File: config.mk
export PLATFORM = sky130hd
export DESIGN_NAME = pcache_ctrl
export DESIGN_NICKNAME = d
export VERILOG_FILES = /design/src/rtl/pvr_pcache_pkg.sv /design/src/rtl/rr_arb2.sv /design/src/rtl/pcache_ctrl.sv
export SDC_FILE = /design/constraint.sdc
export NUM_CORES = 1
export LEC_CHECK = 0
export BUFFER_PORTS_ARGS = -buffer_cell sky130_fd_sc_hd__buf_4
export CAP_MARGIN = 20
export CORE_ASPECT_RATIO = 0.5
export CORE_UTILIZATION = 40
export CTS_CLUSTER_DIAMETER = 40
export DETAILED_ROUTE_END_ITERATION = 7
export PLACE_DENSITY = 0.68
export SLEW_MARGIN = 20
export SYNTH_ARGS = -nofsm -noshare
export SYNTH_HDL_FRONTEND = slang
export SYNTH_HIERARCHICAL = 1
export SYNTH_SLANG_ARGS = --single-unit
File: constraint.sdc
create_clock -name clock -period 7.8 [get_ports clock]
set_input_delay 1.56 -clock clock [delete_from_list [all_inputs] [get_ports clock]]
set_output_delay 1.56 -clock clock [all_outputs]
set_load 0.05 [all_outputs]
File: src/rtl/pvr_pcache_pkg.sv
// rtl/pvr_pcache_pkg.sv - shared parameters and requester ids for the primitive parameter cache controller
package pvr_pcache_pkg;

  localparam int TAG_W        = 12;
  localparam int ENTRIES      = 1024;
  localparam int STARVE_LIMIT = 8;
  localparam int CNT_W        = 11;
  localparam int SC_W         = 4;

  typedef enum logic [1:0] {
    REQ_WR,
    REQ_RD0,
    REQ_RD1,
    REQ_NONE
  } req_id_t;

endpackage

File: src/rtl/rr_arb2.sv
// rtl/rr_arb2.sv - two-requester round-robin arbiter with a preferred-requester pointer
module rr_arb2 (
  input  logic       clock,
  input  logic       reset,
  input  logic [1:0] req_i,
  input  logic       adv_i,
  output logic [1:0] gnt_o
);

  logic ptr_q;
  logic ptr_d;

  // A lone requester always wins; on contention the pointer picks. After a
  // granted cycle the pointer moves to the requester that did not win.
  always_comb begin
    gnt_o = req_i;
    if (&req_i) begin
      gnt_o = ptr_q ? 2'b10 : 2'b01;
    end
    ptr_d = ptr_q;
    if (adv_i) begin
      ptr_d = gnt_o[0];
    end
  end

  // Pointer register, 0 prefers requester 0.
  always_ff @(posedge clock or posedge reset) begin
    if (reset) begin
      ptr_q <= 1'b0;
    end else begin
      ptr_q <= ptr_d;
    end
  end

endmodule

File: src/rtl/pcache_ctrl.sv
// rtl/pcache_ctrl.sv - tag allocator and single-port arbiter for the primitive parameter cache
module pcache_ctrl
  import pvr_pcache_pkg::*;
(
  input  logic             clock,
  input  logic             reset,
  input  logic             flush,
  input  logic             wr_req,
  output logic             wr_ack,
  output logic [TAG_W-1:0] wr_tag,
  output logic             full,
  output logic [10:0]      count,
  input  logic             rd0_req,
  input  logic [TAG_W-1:0] rd0_tag,
  output logic             rd0_gnt,
  output logic             rd0_valid,
  output logic             rd0_oob,
  input  logic             rd1_req,
  input  logic [TAG_W-1:0] rd1_tag,
  output logic             rd1_gnt,
  output logic             rd1_valid,
  output logic             rd1_oob,
  output logic             pcache_write,
  output logic [TAG_W-1:0] prim_tag
);

  logic [CNT_W-1:0] next_tag_q, next_tag_d;
  logic [SC_W-1:0]  starve_q, starve_d;
  logic             rd0_valid_q, rd0_oob_q, rd1_valid_q, rd1_oob_q;
  logic [1:0]       arb_gnt;
  logic             rd_pend, full_w, force_rd;
  req_id_t          sel;

  rr_arb2 u_rr_arb2 (
    .clock (clock),
    .reset (reset),
    .req_i ({rd1_req, rd0_req}),
    .adv_i (rd0_gnt | rd1_gnt),
    .gnt_o (arb_gnt)
  );

  // Pick the single owner of the address port this cycle. A reader starved by
  // a run of writes is forced through ahead of the writer; flush and full
  // block the writer but never the readers. Nothing is granted during reset.
  always_comb begin
    rd_pend  = rd0_req | rd1_req;
    full_w   = (next_tag_q == CNT_W'(ENTRIES));
    force_rd = (starve_q == SC_W'(STARVE_LIMIT)) && rd_pend;
    sel      = REQ_NONE;
    if (!reset) begin
      if (wr_req && !full_w && !flush && !force_rd) begin
        sel = REQ_WR;
      end else if (arb_gnt[0]) begin
        sel = REQ_RD0;
      end else if (arb_gnt[1]) begin
        sel = REQ_RD1;
      end
    end
  end

  // Drive grants and the cache address from the selected owner.
  always_comb begin
    wr_ack       = (sel == REQ_WR);
    rd0_gnt      = (sel == REQ_RD0);
    rd1_gnt      = (sel == REQ_RD1);
    pcache_write = wr_ack;
    case (sel)
      REQ_WR:  prim_tag = TAG_W'(next_tag_q);
      REQ_RD0: prim_tag = rd0_tag;
      REQ_RD1: prim_tag = rd1_tag;
      default: prim_tag = '0;
    endcase
  end

  // Allocator and starvation counter next state. The tag counter stops at
  // ENTRIES because the write is never accepted once full.
  always_comb begin
    next_tag_d = next_tag_q;
    if (flush) begin
      next_tag_d = '0;
    end else if (wr_ack) begin
      next_tag_d = next_tag_q + CNT_W'(1);
    end
    starve_d = '0;
    if (rd_pend && wr_ack) begin
      starve_d = force_rd ? starve_q
               : (starve_q == SC_W'(STARVE_LIMIT)) ? starve_q : starve_q + SC_W'(1);
    end
  end

  // State registers: allocator, starvation counter and the read-return pipeline.
  always_ff @(posedge clock or posedge reset) begin
    if (reset) begin
      next_tag_q  <= '0;
      starve_q    <= '0;
      rd0_valid_q <= 1'b0;
      rd0_oob_q   <= 1'b0;
      rd1_valid_q <= 1'b0;
      rd1_oob_q   <= 1'b0;
    end else begin
      next_tag_q  <= next_tag_d;
      starve_q    <= starve_d;
      rd0_valid_q <= rd0_gnt;
      rd0_oob_q   <= rd0_gnt && (rd0_tag >= TAG_W'(next_tag_q));
      rd1_valid_q <= rd1_gnt;
      rd1_oob_q   <= rd1_gnt && (rd1_tag >= TAG_W'(next_tag_q));
    end
  end

  assign wr_tag    = TAG_W'(next_tag_q);
  assign full      = full_w;
  assign count     = next_tag_q;
  assign rd0_valid = rd0_valid_q;
  assign rd0_oob   = rd0_oob_q;
  assign rd1_valid = rd1_valid_q;
  assign rd1_oob   = rd1_oob_q;

endmodule

==> impl_metrics.yaml <==
logic_synthesis:
  synth_seq_area_share: 0.272
  synth_cell_types: 43
  synth_area_sq_um: 1840
  mappedNetlistNets: 272
  synth_seq_cells: 20
  synthTopCellsByCount: "ha_1, nor2_1, dfrtp_1"
  yosysTopAreaCell: "dfrtp_1"
  synth_area_leaders: "dfrtp_1, ha_1, nor2_1, a222oi_1, buf_4"
  yosysWarnings: 6
  synth-edff-count: 0
  syn_area_per_cell_sq_um: 8.73
  synthFlopType: "dfrtp_1"
  async_flop_share: 1.00
  yosysMostFrequentCell: "ha_1"
  syn_inst: 211
  yosys.area.top_type_share: 0.272
routing:
  drc_errors: 3
  wire_per_inst_um: 14.6
  ant_nets: 0
  totalWireLength_mm: 4.73
  first_pass_iters: 8
  vias: 1749
  drt_iter0_markers: 87
  avgViaCountPerCell: 5.38
outcome:
  violations: "design-rule violations"
  status: "complete, but fails checks"
floorplanning:
  die_h_um: 50
  start_util: 0.419
  core_area_sq_um: 4400
  die_width_um: 98.0
  dieArea_sq_um: 4900
  ios: 74
  rows: 17
clocking:
  cts_root_buffer: "clkbuf_8"
  clk_pin_slew_ns: 0.08
  cts_tree: "built"
  clock_latency_ns: 0.26
  cts_resized: 0
  clk_path_buf_depth: 2
  numCtsBuffers: 3
  cts_sinks: 20
  postCtsHoldBufs: 0
  cts_setup_buffers: 0
  htreeDepth: 1
setup_path:
  slowest_stage: "ha_1"
  cp.required_ns: 6.24
  path_max_fanout: 23
  crit_path_start_kind: "input pin"
  crit_arrival_ns: 3.87
  cp_cell_sequence: "buf_4 -> inv_1 -> o21a_1 -> ha_1 -> a222oi_1 -> nor2_1 -> buf_4"
  endpoint_kind: "output pin"
  crit_path_max_incr_delay_ns: 0.73
  cp_common_cell: "buf_4"
  path_class: "input pin to output pin"
global_routing:
  grt_max_degree: 24
  gr-total-overflow: 0
  grt_pass1_vias: 1611
  grt_pass1_wl_mm: 7.71
  antenna_found_initial: 0
  grt.total_usage: 0.197
timing:
  holdWs_ns: 0.587
  fmax_ghz: 0.184
  worst_slew_pin_slew_ns: 0.859
  period_minus_slack_ns: 5.43
  setup_tns_ns: 0
  skew_ns: 0.00344
  max_slew_margin: 0.427
  hold_viol_final: 0
  slew_violations: 0
  rsz0062_at_grt: "no"
  fin_crit_sh: 0.696
  finalSetupViolCount: 0
layout:
  drive_above_1_share: 0.302
  num_antenna_cells: 0
  nets: 330
  fin_util: 0.542
  instances_no_fill: 325
  area_delta_synth_final_pct: 29.6
place:
  io_buffers: 72
  place_hpwl_mm: 3.80
  dp.cells: 321
  place.gp.congestion: 0.878
power:
  total_power_mw: 0.302
  power_density_nw_per_um2: 126
  irDropWorstVdd_uv: 65.7
  p_leak_nw: 1.14
run:
  cap_violations: 0
min_path:
  min_path_type: "register to register"
-- cells in the final DEF (no fill, tap or decap), types with 2 or more instances in the layout --
cell,synthesis,routed
nor2b_1,2,2
o21a_1,2,2
inv_1,19,19
clkbuf_8,0,4
nor3_1,3,3
dfrtp_1,20,20
buf_4,13,72
nor4_1,2,2
nand3_1,3,3
nand2_1,13,13
nor2_1,30,30
a21oi_1,9,9
a222oi_1,11,11
ha_1,31,31
or3_1,2,2
o21ai_0,8,8
nor3b_1,2,2
o31ai_1,2,2
nand4_1,3,3
xnor2_1,9,9
-- worst paths after layout --
kind / depth (start not counted) / slack [ns] / endpoint / startpoint
worst min register to register: 1 / 0.59 / u_rr_arb2/ptr_q$_DFFE_PP0P_ / u_rr_arb2/ptr_q$_DFFE_PP0P_
worst max register to register: 11 / 4.04 / count[10]$_DFFE_PP0P_ / count[1]$_DFFE_PP0P_
worst max-delay path: 7 / 2.37 / prim_tag[8] / reset
worst min-delay path: 1 / 0.59 / u_rr_arb2/ptr_q$_DFFE_PP0P_ / u_rr_arb2/ptr_q$_DFFE_PP0P_
max in group asynchronous: 2 / 5.83 / count[1]$_DFFE_PP0P_ / reset
min in group asynchronous: 2 / 1.13 / u_rr_arb2/ptr_q$_DFFE_PP0P_ / reset
-- metal layers --
metal / track usage / vias up / wire [um]
li1: - / 856 / -
met1: 0.255 / 837 / 2050
met2: 0.351 / 54 / 2390
met3: 0.0397 / 2 / 286
met4: 0.0202 / 0 / 6
met5: 0 / - / 0
-- sequential cells by signal (all words and copies together) (netlist names) --
register         cells
rd1_valid            1
rd0_oob              1
u_rr_arb2/ptr_q      1
starve_q             4
rd0_valid            1
rd1_oob              1
count               11
-- kinds of logic after synthesis --
family,share of synthesized area
AOI/OAI and AO/OA,0.164
xor gates and xnor gates,0.0475
other,0.00203
buffers and inverters,0.105
DFF,0.272
muxes,0.0197
and+or+nand+nor,0.181
adders and majority gates,0.210
-- area by class of cell --
class,count,area (sq um)
fillers,411,2010
well taps,57,71.3
flip-flops and latches,20,500
inverters,19,71.3
clock buffers,4,55.1
repair buffers,72,541
multi-input cells,153,1150
-- per-stage QoR --
| step | area (sq um) | worst slack [ns] |
|---|---|---|
| global route | 2390 | 2.13 |
| finish | 2390 | 2.37 |
| CTS | 2390 | 2.35 |
| global placement | 2330 | 2.45 |
| floorplan | 1840 | 2.03 |
| detailed placement | 2330 | 2.36 |
-- critical path, delay by kind of cell --
kind	cells	cell delay, ns
and+or+nand+nor	1	0.14
adders and majority gates	1	0.73
AOI/OAI and AO/OA	2	0.52
buffers and inverters	3	0.91
-- power breakdown --
part	total [mW]	internal [mW]	switching, mW	leakage (nW)
clock	0.0821	0.0450	0.0371	0.0288
sequential	0.112	0.108	0.00408	0.275
combinational	0.108	0.0405	0.0670	0.832
total	0.302	0.193	0.108	1.14
Power figures use the tool's default switching activity.
